## src/rtl/msrh_csr_resp.sv

```systemverilog
// Machine-mode CSR file: decodes csr_rd/csr_wr requests, checks privilege/read-only rules, owns mcycle/minstret and trap/MRET state.
// Latency: reads and error flags are combinational; writes, counters, trap and MRET updates land on the next i_clk edge.
// Backpressure: none; every request is answered in the cycle it is presented, illegal ones with resp_error.
module msrh_csr_resp #(
    parameter int                  XLEN_W   = 64,
    parameter logic [XLEN_W-1:0]   MISA_VAL = 64'h8000_0000_0014_1105,
    parameter logic [XLEN_W-1:0]   HART_ID  = '0,
    parameter int                  RETIRE_W = 3
) (
    input  logic                i_clk,
    input  logic                i_reset_n,
    input  logic                i_rd_valid,
    input  logic [11:0]         i_rd_addr,
    output logic [XLEN_W-1:0]   o_rd_data,
    output logic                o_rd_resp_error,
    input  logic                i_wr_valid,
    input  logic [11:0]         i_wr_addr,
    input  logic [XLEN_W-1:0]   i_wr_data,
    output logic                o_wr_resp_error,
    input  logic [1:0]          i_status_priv,
    input  logic [RETIRE_W-1:0] i_retire_cnt,
    input  logic                i_trap_valid,
    input  logic [XLEN_W-1:0]   i_trap_epc,
    input  logic [XLEN_W-1:0]   i_trap_cause,
    input  logic [XLEN_W-1:0]   i_trap_tval,
    input  logic                i_mret_valid,
    output logic [XLEN_W-1:0]   o_mstatus,
    output logic [XLEN_W-1:0]   o_mepc
);

    localparam logic [11:0] A_MSTATUS    = 12'h300;
    localparam logic [11:0] A_MISA       = 12'h301;
    localparam logic [11:0] A_MCOUNTEREN = 12'h306;
    localparam logic [11:0] A_MSCRATCH   = 12'h340;
    localparam logic [11:0] A_MEPC       = 12'h341;
    localparam logic [11:0] A_MCAUSE     = 12'h342;
    localparam logic [11:0] A_MTVAL      = 12'h343;
    localparam logic [11:0] A_MCYCLE     = 12'hB00;
    localparam logic [11:0] A_MINSTRET   = 12'hB02;
    localparam logic [11:0] A_CYCLE      = 12'hC00;
    localparam logic [11:0] A_INSTRET    = 12'hC02;
    localparam logic [11:0] A_MHARTID    = 12'hF14;

    // MIE[3], MPIE[7], MPP[12:11], TVM[20], TSR[22]
    localparam logic [XLEN_W-1:0] MSTATUS_MASK = XLEN_W'(64'h0000_0000_0050_1888);
    localparam int MIE_B  = 3;
    localparam int MPIE_B = 7;

    logic [XLEN_W-1:0] mstatus;
    logic [2:0]        mcounteren;
    logic [XLEN_W-1:0] mscratch;
    logic [XLEN_W-1:0] mepc;
    logic [XLEN_W-1:0] mcause;
    logic [XLEN_W-1:0] mtval;
    logic [XLEN_W-1:0] mcycle;
    logic [XLEN_W-1:0] minstret;

    logic [XLEN_W-1:0] rd_raw;
    logic              rd_illegal;
    logic              wr_illegal;
    logic              wr_ok;
    logic [XLEN_W-1:0] mstatus_nxt;

    // Unimplemented address, insufficient privilege, or a U-mode counter read not enabled by mcounteren.
    function automatic logic csr_illegal(input logic [11:0] addr, input logic [1:0] priv,
                                         input logic [2:0] cnten);
        logic impl;
        logic gate;
        case (addr)
            A_MSTATUS, A_MISA, A_MCOUNTEREN, A_MSCRATCH, A_MEPC, A_MCAUSE, A_MTVAL,
            A_MCYCLE, A_MINSTRET, A_CYCLE, A_INSTRET, A_MHARTID: impl = 1'b1;
            default:                                               impl = 1'b0;
        endcase
        gate = (priv == 2'd0) &&
               (((addr == A_CYCLE) && !cnten[0]) || ((addr == A_INSTRET) && !cnten[2]));
        return !impl || (priv < addr[9:8]) || gate;
    endfunction

    // Combinational read mux; errors and idle cycles return zero data.
    always_comb begin
        rd_raw = '0;
        case (i_rd_addr)
            A_MSTATUS:            rd_raw = mstatus;
            A_MISA:               rd_raw = MISA_VAL;
            A_MCOUNTEREN:         rd_raw = XLEN_W'(mcounteren);
            A_MSCRATCH:           rd_raw = mscratch;
            A_MEPC:               rd_raw = mepc;
            A_MCAUSE:             rd_raw = mcause;
            A_MTVAL:              rd_raw = mtval;
            A_MCYCLE, A_CYCLE:    rd_raw = mcycle;
            A_MINSTRET, A_INSTRET: rd_raw = minstret;
            A_MHARTID:            rd_raw = HART_ID;
            default:              rd_raw = '0;
        endcase
        rd_illegal      = csr_illegal(i_rd_addr, i_status_priv, mcounteren);
        o_rd_resp_error = i_rd_valid && rd_illegal;
        o_rd_data       = (i_rd_valid && !rd_illegal) ? rd_raw : '0;
    end

    // Write legality: read rules plus the read-only quadrant addr[11:10]==3.
    always_comb begin
        wr_illegal      = csr_illegal(i_wr_addr, i_status_priv, mcounteren) ||
                          (i_wr_addr[11:10] == 2'b11);
        o_wr_resp_error = i_wr_valid && wr_illegal;
        wr_ok           = i_wr_valid && !wr_illegal;
    end

    // mstatus next value: trap beats MRET beats CSR write, each starting from the current value.
    always_comb begin
        mstatus_nxt = mstatus;
        if (wr_ok && (i_wr_addr == A_MSTATUS)) begin
            mstatus_nxt = i_wr_data & MSTATUS_MASK;
        end
        if (i_mret_valid) begin
            mstatus_nxt          = mstatus;
            mstatus_nxt[MIE_B]   = mstatus[MPIE_B];
            mstatus_nxt[MPIE_B]  = 1'b1;
            mstatus_nxt[12:11]   = 2'b00;
        end
        if (i_trap_valid) begin
            mstatus_nxt          = mstatus;
            mstatus_nxt[MPIE_B]  = mstatus[MIE_B];
            mstatus_nxt[MIE_B]   = 1'b0;
            mstatus_nxt[12:11]   = i_status_priv;
        end
    end

    // Status register.
    always_ff @(posedge i_clk or negedge i_reset_n) begin
        if (!i_reset_n) begin
            mstatus <= '0;
        end else begin
            mstatus <= mstatus_nxt;
        end
    end

    // Plain CSR writes: mcounteren and mscratch have no other writers.
    always_ff @(posedge i_clk or negedge i_reset_n) begin
        if (!i_reset_n) begin
            mcounteren <= '0;
            mscratch   <= '0;
        end else if (wr_ok) begin
            if (i_wr_addr == A_MCOUNTEREN) mcounteren <= i_wr_data[2:0];
            if (i_wr_addr == A_MSCRATCH)   mscratch   <= i_wr_data;
        end
    end

    // Trap state: a trap overrides any same-cycle CSR write to these registers; mepc stays halfword aligned.
    always_ff @(posedge i_clk or negedge i_reset_n) begin
        if (!i_reset_n) begin
            mepc   <= '0;
            mcause <= '0;
            mtval  <= '0;
        end else if (i_trap_valid) begin
            mepc   <= {i_trap_epc[XLEN_W-1:1], 1'b0};
            mcause <= i_trap_cause;
            mtval  <= i_trap_tval;
        end else if (wr_ok) begin
            if (i_wr_addr == A_MEPC)   mepc   <= {i_wr_data[XLEN_W-1:1], 1'b0};
            if (i_wr_addr == A_MCAUSE) mcause <= i_wr_data;
            if (i_wr_addr == A_MTVAL)  mtval  <= i_wr_data;
        end
    end

    // Free-running counters; a CSR write replaces that cycle's increment.
    always_ff @(posedge i_clk or negedge i_reset_n) begin
        if (!i_reset_n) begin
            mcycle   <= '0;
            minstret <= '0;
        end else begin
            if (wr_ok && (i_wr_addr == A_MCYCLE)) mcycle <= i_wr_data;
            else                                   mcycle <= mcycle + 1'b1;
            if (wr_ok && (i_wr_addr == A_MINSTRET)) minstret <= i_wr_data;
            else                                     minstret <= minstret + XLEN_W'(i_retire_cnt);
        end
    end

    assign o_mstatus = mstatus;
    assign o_mepc    = mepc;

endmodule

```

## config.mk

```make
export PLATFORM = sky130hd
export DESIGN_NAME = msrh_csr_resp
export DESIGN_NICKNAME = d
export VERILOG_FILES = /design/src/rtl/msrh_csr_resp.sv
export SDC_FILE = /design/constraint.sdc
export NUM_CORES = 1
export LEC_CHECK = 0
export CORE_MARGIN = 2
export CORE_UTILIZATION = 25
export CTS_CLUSTER_SIZE = 28
export DETAILED_ROUTE_END_ITERATION = 12
export DONT_BUFFER_PORTS = 1
export PLACE_DENSITY = 0.44
export SETUP_SLACK_MARGIN = 0.2
export SKIP_CTS_REPAIR_TIMING = 1
export SYNTH_ARGS = -nofsm -noshare
export SYNTH_HDL_FRONTEND = slang
export SYNTH_SLANG_ARGS = --single-unit
```

## constraint.sdc

```tcl
create_clock -name i_clk -period 8 [get_ports i_clk]
set_clock_uncertainty 0.1 [all_clocks]
set_input_delay 0.8 -clock i_clk [delete_from_list [all_inputs] [get_ports i_clk]]
set_output_delay 0.8 -clock i_clk [all_outputs]
set_load 0.03 [all_outputs]
```

==> results of run 1 <==
power groups by stage:
stage | clock network, mW | registers (mW) | logic, mW
3_3_place_gp | 0 | 2.33 | 0.299
4_1_cts | 2.36 | 2.30 | 0.308
6_report | 2.30 | 2.30 | 0.304
5_1_grt | 2.44 | 2.32 | 0.348
3_5_place_dp | 0 | 2.34 | 0.307
2_1_floorplan | 0 | 2.28 | 0.296
state kept, by name, summed over array words and instances (netlist names):
signal / flops
mcause: 64
mcycle: 64
minstret: 64
mscratch: 64
mtval: 64
o_mepc: 63
o_mstatus: 6
mcounteren: 3
worst max-delay path, delay by kind of cell:
family                 cells  cell delay (ns)
AO/OA/AOI/OAI              2             1.04
AND/OR/NAND/NOR            4             2.21
buffers and inverters      1             0.35
logic make-up after synthesis:
logic type      synth area share
buf+inv                  0.05522
mux                       0.1285
fa+ha+maj               0.004372
simple gates              0.1424
flops                     0.4510
other cells            0.0001724
xor+xnor                 0.04953
compound gates            0.1688
layout make-up:
class / count / area (um2)
fill: 9110 / 62150
sequential: 392 / 9809
tap: 1155 / 1445
clock buffer: 74 / 1483
multi-input combinational: 1725 / 11070
antenna: 3 / 7.507
timing repair buffer: 30 / 262.8
inverter: 23 / 86.33
clock inverter: 16 / 175.2
synth_stat cells (6+ instances only):
| master | count |
|---|---|
| and3_1 | 20 |
| buf_2 | 23 |
| o21ai_0 | 295 |
| a31oi_1 | 64 |
| nand4_1 | 41 |
| nor4_1 | 20 |
| a22oi_1 | 181 |
| a21oi_1 | 25 |
| nand2b_1 | 8 |
| nor2b_1 | 6 |
| inv_1 | 23 |
| mux2i_1 | 196 |
| dfrtp_1 | 392 |
| xnor2_1 | 68 |
| nor3_1 | 36 |
| nor2_1 | 61 |
| nand2_1 | 368 |
| o21ai_1 | 6 |
| xor2_1 | 55 |
| clkbuf_1 | 116 |
| ha_1 | 6 |
| nand3_1 | 51 |
| mux2_2 | 74 |
| and2_1 | 6 |
| buf_4 | 71 |
worst min path at each step:
stage | startpoint | end | slack [ns]
after floorplan | mscratch[18] | mscratch[18] | 0.38
after CTS | i_reset_n | mcause[27] | -0.24
after global placement | mscratch[36] | mscratch[36] | 0.39
final | i_reset_n | mcause[27] | -0.19
after detailed placement | mscratch[50] | mscratch[50] | 0.39
after global routing | i_reset_n | mcause[27] | -0.23
routing by layer:
layer / vias up / track usage
met4: 2 / 0.05321
met1: 9016 / 0.2381
li1: 8033 / -
met3: 110 / 0.03097
met5: - / 0
met2: 661 / 0.2955
stage by stage:
step                instances  worst slack [ns]  area (um2)    util  hold slack (ns)
floorplan                2356             3.872       21970       -           0.3799
global placement         3325             2.668       22670  0.2622           0.3873
detailed placement       3325             2.660       22670  0.2622           0.3930
CTS                      3415             2.659       24330  0.2813          -0.2391
global route             3418             2.478       24340  0.2814          -0.2267
finish                   3418             2.644       24340  0.2814          -0.1851
layout by cell type, fill, tap and decap left out, types with 55 or more instances in the layout:
master,n
mux2_2,74
dfrtp_1,392
xnor2_1,68
a22oi_1,181
mux2i_1,196
conb_1,59
o21ai_0,295
nand2_1,368
a31oi_1,64
xor2_1,55
nor2_1,58
==> results_dict.tcl, run 1 <==
set metrics [dict create \
    async_reset_ff_frac 1.000 \
    path_class "input port to output port" \
    slew_violations 0 \
    rsz0062_at_grt "false" \
    synth.largest_area_cell "dfrtp_1" \
    setup_viol 0 \
    ys_warn_count 0 \
    cp.arrival_ns 4.46 \
    die_w_um 299.0 \
    outcome "finished with violations" \
    insertion_delay_ns 0.61 \
    end_kind "output port" \
    max_slew_margin 0.1809 \
    start_kind "input port" \
    reg2reg_from "minstret[0]" \
    numCtsBuffers 51 \
    vias 17820 \
    min_period_ns 5.356 \
    path_cells "nand3b_1 > nor2_1 > nand2_1 > nor2_4 > buf_12 > a22oi_1 > a31oi_1" \
    r2r_cells 8 \
    seq_area_frac_synth 0.4510 \
    r2r_end "minstret[56]" \
    cpMaxStageDelayCell "nor2_4" \
    synth_cells 2298 \
    wire_per_inst_um 24.21 \
    overflow 0 \
    switching_share 0.2688 \
    drv_cap 0 \
    hold_ws_ns -0.1851 \
    slowest_delay_ns 0.96 \
    violations "negative hold slack" \
    power.switching_mw 1.318 \
    worst_slew_pin_slew_ns 1.229 \
    ant_nets 0 \
    path_clk_slew_ns 0.05 \
    netlist_area_um2 21750 \
    comb_power_share 0.062 \
    initial_core_util 0.2515 \
    gp_congestion 0.8109 \
    clock_tree.buffer_depth 3 \
    synth_edf_count 0 \
    synth.distinct_cells 68 \
    core_um2 86480 \
    clock-sinks 392 \
    hold_viol_final 262 \
    first_pass_iters 6 \
    grt_pass1_vias 17880 \
    portBuffers 0 \
    intPower_mw 3.586 \
    routed_wirelength_mm 82.75 \
    irDropWorstVdd_mv 0.1400 \
    fin_crit_sh 0.6695 \
    rows 108 \
    hold_class "input port to async pin" \
    io_pins 485 \
    p_per_area_nw_per_um2 201.5 \
    fmax_mhz 186.7 \
    synth_top_area_share 0.4510 \
    required_ns 7.10 \
    grt_pass1_wl_mm 121.8 \
    synth_ff_type "dfrtp_1" \
    wl_met3_mm 5.100 \
    die-area_um2 89380 \
    p_leak_nw 8.623 \
    seq_power_share 0.470 \
    antenna_found_initial 5 \
    syn2layout_area_growth_pct 11.89 \
    clockPowerShare 0.468 \
    die_y_um 299.0 \
    route.detailed.drc 0 \
    syn_area_per_cell_um2 9.465 \
    crit_start "i_rd_addr[10]" \
    h-tree-depth 2 \
    drtIter0Drc 1661 \
    drive_gt1_frac 0.09469 \
    highest_layer "met5" \
    drt-met1-wl_mm 35.91 \
    wl_met2_mm 39.60 \
    grt_max_degree 393 \
    crit_fanout 34 \
    dp_hpwl_mm 56.30 \
    endpoint "o_rd_data[31]" \
    finalNetCount 2521 \
    setup_tns_ns 0 \
    reg2reg_slack_ns 4.61 \
    root_buffer "clkbuf_16" \
    grt_usage 0.1786 \
    avgViaCountPerCell 5.214 \
    cts_tree "built" \
    finalPower_mw 4.905 \
    ys_ff_latch 392 \
    synth.area.top_cells "dfrtp_1 (45%), mux2i_1 (9.0%), o21ai_0 (6.8%), nand2_1 (6.4%), a22oi_1 (6.2%)" \
]
(Power assumes the default switching activity.)
==> inputs of run 2 (changes only) <==
Settings changed: PLACE_DENSITY 0.44 to 0.46.
Clock period 8 ns to 4.7 ns, I/O delays scaled along.
==> results_dict.tcl, run 2 (same netlist as run 1, synthesis figures left out) <==
set metrics [dict create \
    fin_crit_sh 0.8407 \
    r2r_cells 7 \
    core_um2 86480 \
    drive_gt1_frac 0.1077 \
    p_leak_nw 10.18 \
    routed_wirelength_mm 87.46 \
    die_w_um 299.0 \
    placed_area_um2 23230 \
    outcome "finished with violations" \
    wl_met2_mm 41.59 \
    drv_cap 0 \
    p_per_area_nw_per_um2 305.2 \
    start_kind "input port" \
    post-route-util 0.3197 \
    rows 108 \
    rsz0062_at_grt "false" \
    h-tree-depth 2 \
    setup_tns_ns 0 \
    root_buffer "clkbuf_16" \
    grt_pass1_vias 18190 \
    setup_viol 0 \
    finalPower_mw 8.438 \
    wire_per_inst_um 23.16 \
    avgViaCountPerCell 5.120 \
    grt_max_degree 393 \
    clock-sinks 392 \
    violations "negative hold slack" \
    hold_class "input port to async pin" \
    min_period_ns 3.951 \
    die-area_um2 89380 \
    max_slew_margin 0.2488 \
    io_pins 485 \
    drtIter0Drc 1666 \
    r2r_end "mcycle[38]" \
    mostFrequentLayoutCells "dfrtp_1 (392), nand2_1 (368), o21ai_0 (295), dlygate4sd3_1 (286), mux2i_1 (196)" \
    crit_fanout 22 \
    required_ns 4.13 \
    clock_tree.buffer_depth 3 \
    initial_core_util 0.2515 \
    fmax_mhz 253.1 \
    slew_violations 0 \
    crit_start "i_rd_addr[3]" \
    irDropWorstVdd_mv 0.2280 \
    cts_tree "built" \
    gp_congestion 0.8136 \
    first_pass_iters 5 \
    worst_slew_pin_slew_ns 1.127 \
    reg2reg_from "mcycle[7]" \
    path_class "input port to output port" \
    route.detailed.drc 0 \
    path_clk_slew_ns 0.06 \
    dp_hpwl_mm 57.69 \
    wl_met3_mm 5.491 \
    final_common_cell "dfrtp_1" \
    final_area_um2 27650 \
    overflow 0 \
    antenna_found_initial 3 \
    syn2layout_area_growth_pct 27.11 \
    finalNetCount 2882 \
    end_kind "output port" \
    reg2reg_slack_ns 1.55 \
    hold_ws_ns -0.5008 \
    insertion_delay_ns 0.60 \
    hold_viol_final 417 \
    fillCellCount 8975 \
    die_y_um 299.0 \
    vias 19340 \
    portBuffers 0 \
    cp.arrival_ns 3.38 \
    grt_pass1_wl_mm 123.4 \
    endpoint "o_rd_data[63]" \
    highest_layer "met5" \
    grt_usage 0.1813 \
    drt-met1-wl_mm 37.91 \
    numCtsBuffers 50 \
    ant_nets 0 \
]
==> run 2: worst min-delay path by stage <==
| stage | startpoint | endpoint | slack [ns] | cells after the start |
|---|---|---|---|---|
| after floorplan | i_reset_n | mcause[0] | 0.07 | 0 |
| after global placement | i_reset_n | mtval[28] | 0.09 | 0 |
| after detailed placement | i_reset_n | mtval[28] | 0.08 | 0 |
| after CTS | i_reset_n | mscratch[16] | -0.55 | 0 |
| after global routing | i_reset_n | mtval[16] | -0.56 | 0 |
| final | i_reset_n | mtval[28] | -0.50 | 0 |
==> run 2: per-stage QoR <==
step	std cells	hold slack (ns)	setup slack (ns)
global placement	3400	0.08537	0.8293
detailed placement	3400	0.08250	0.8290
floorplan	2356	0.07441	1.232
CTS	3486	-0.5534	0.8072
global route	3774	-0.5558	0.5366
finish	3776	-0.5008	0.7487
==> run 2: area by class of cell <==
class                   count  area, um2  area share
inverters                  23      86.33    0.003123
multi-input cells        1725      11060      0.4000
flip-flops and latches    392       9809      0.3548
repair buffers            392       3709      0.1341
diodes                      3      7.507   0.0002715
clock inverters            16      143.9    0.005204
well taps                1155       1445     0.05227
clock buffers              70       1388     0.05019
==> run 2: where the power goes <==
group          internal, mW  total (mW)  switching (mW)
combinational         0.388       0.784           0.395
sequential             3.59        3.92           0.327
clock                  2.16        3.74            1.58
==> run 2: critical path, cell delays in order <==
cell,delay (ns)
or4_1,0.59
or3_1,0.54
nor2_1,0.21
nor4b_1,0.45
a211o_2,0.50
buf_12,0.29
a31oi_1,0.07
buf_4,0.24
==> run 2: metal layers <==
layer  vias to the layer above  global-route usage
met1                      9710              0.2429
met2                       713              0.2943
met4                         2             0.05512
li1                       8764                   -
met3                       146             0.03621
met5                         -                   0
==> inputs of run 3 (changes only) <==
Settings changed: PLACE_DENSITY 0.46 to 0.44.
Clock period 4.7 ns to 4.1 ns, I/O delays scaled along.
==> results_dict.tcl, run 3 (same netlist as run 1, synthesis figures left out) <==
set metrics [dict create \
    ant_nets 0 \
    mostFrequentLayoutCells "dfrtp_1 (392), nand2_1 (368), dlygate4sd3_1 (297), o21ai_0 (295), mux2i_1 (196)" \
    gp_congestion 0.8143 \
    worst_slack_ns 0.4891 \
    start_kind "input port" \
    use_met3 0.03395 \
    grt_pass1_wl_mm 122.5 \
    grt_pass1_vias 18280 \
    drv_cap 0 \
    numCtsBuffers 50 \
    hold_ws_ns -0.5696 \
    fin_crit_sh 0.8807 \
    drive_gt1_frac 0.1101 \
    h-tree-depth 2 \
    wire_per_inst_um 22.93 \
    outcome "finished with violations" \
    path_class "input port to output port" \
    violations "negative hold slack" \
    insertion_delay_ns 0.59 \
    cp.arrival_ns 3.10 \
    final_common_cell "dfrtp_1" \
    crit_fanout 36 \
    io_pins 485 \
    required_ns 3.59 \
    path_clk_slew_ns 0.05 \
    register_area_um2 9809 \
    routed_wirelength_mm 87.03 \
    met1_usage 0.2389 \
    syn2layout_area_growth_pct 28.72 \
    post-route-util 0.3237 \
    initial_core_util 0.2515 \
    end_kind "output port" \
    rows 108 \
    fillCellCount 8964 \
    first_pass_iters 5 \
    switching_share 0.2750 \
    fmax_mhz 276.9 \
    max_slew_margin 0.2879 \
    comb_power_share 0.097 \
    cts_tree "built" \
    clock-sinks 392 \
    die-area_um2 89380 \
    setup_viol 0 \
    die_w_um 299.0 \
    root_buffer "clkbuf_16" \
    p_leak_nw 10.33 \
    core_um2 86480 \
    overflow 0 \
    vias 19380 \
    route.detailed.drc 0 \
    grt_usage 0.1792 \
    finalNetCount 2897 \
    clock_tree.buffer_depth 3 \
    intPower_mw 7.113 \
    portBuffers 0 \
    grt_max_degree 393 \
    antenna_found_initial 8 \
    rsz0062_at_grt "false" \
    dp_hpwl_mm 56.66 \
    pre_cts_ws_ns 0.5676 \
    min_period_ns 3.611 \
    hold_viol_final 408 \
    power.switching_mw 2.698 \
    avgViaCountPerCell 5.106 \
    die_y_um 299.0 \
    hold_class "input port to async pin" \
    slew_violations 0 \
    drtIter0Drc 1726 \
    seq_power_share 0.459 \
    p_per_area_nw_per_um2 350.4 \
    gr-usage-met2 0.2910 \
    clockPowerShare 0.444 \
    worst_slew_pin_slew_ns 1.068 \
    irDropWorstVdd_mv 0.2594 \
    setup_tns_ns 0 \
    busiest_layer "met2" \
    multi_input_area_um2 11060 \
]
==> run 3: changes by cell type in the layout (fill, tap and decap cells not counted), sizes merged <==
cell         before  now
buf             106  110
diode             3    6
dlygate4sd3     286  297
clkinv           10    8
bufinv            2    1
clkbuf           70   74
==> run 3: worst paths after layout <==
kind                                    start             to  slack (ns)  cells after the start
worst min-delay path                i_reset_n     mcause[28]       -0.57                      0
min in group i_clk              i_wr_data[45]     o_mepc[45]       -0.05                      2
worst max register to register     mcycle[14]     mcycle[52]        1.03                      6
max in group asynchronous           i_reset_n     mcycle[61]        3.59                      0
worst max-delay path             i_rd_addr[3]  o_rd_data[44]        0.49                      9
worst min register to register   mscratch[48]   mscratch[48]        0.40                      1
==> run 3: power groups by stage <==
stage,Clock [mW],Combinational (mW),Sequential (mW)
3_3_place_gp,0,0.583,4.55
6_report,4.36,0.955,4.50
3_5_place_dp,0,0.604,4.56
2_1_floorplan,0,0.577,4.46
5_1_grt,4.61,1.06,4.53
4_1_cts,4.47,0.607,4.49
==> run 3: metal layers <==
| metal | share of wire | vias to the layer above | wire length (um) |
|---|---|---|---|
| met3 | 0.068 | 154 | 5903 |
| li1 | - | 8819 | - |
| met1 | 0.43 | 9638 | 37580 |
| met4 | 0.027 | 4 | 2342 |
| met2 | 0.47 | 763 | 41180 |
| met5 | 0.00033 | - | 29 |
==> run 3: critical path, stage by stage <==
cell	delay (ns)
or4_1	0.61
or3_1	0.37
buf_4	0.19
nor2_1	0.17
nor4b_1	0.44
a211o_2	0.21
buf_12	0.28
a31oi_1	0.15
buf_4	0.21
==> run 3: layout make-up <==
cell class,count,area share
multi-input combinational,1725,0.3950
sequential,392,0.3504
timing repair buffer,407,0.1431
clock buffer,74,0.05260
tap,1155,0.05162
clock inverter,13,0.003709
inverter,23,0.003084
antenna,6,0.0005363
==> run 3: stage by stage <==
| stage | area (um2) | power, mW | instances |
|---|---|---|---|
| after global placement | 23410 | 5.137 | 3404 |
| after CTS | 24980 | 9.571 | 3491 |
| after floorplan | 21970 | 5.034 | 2356 |
| after global routing | 27990 | 10.19 | 3792 |
| after detailed placement | 23410 | 5.166 | 3404 |
| final | 28000 | 9.811 | 3795 |
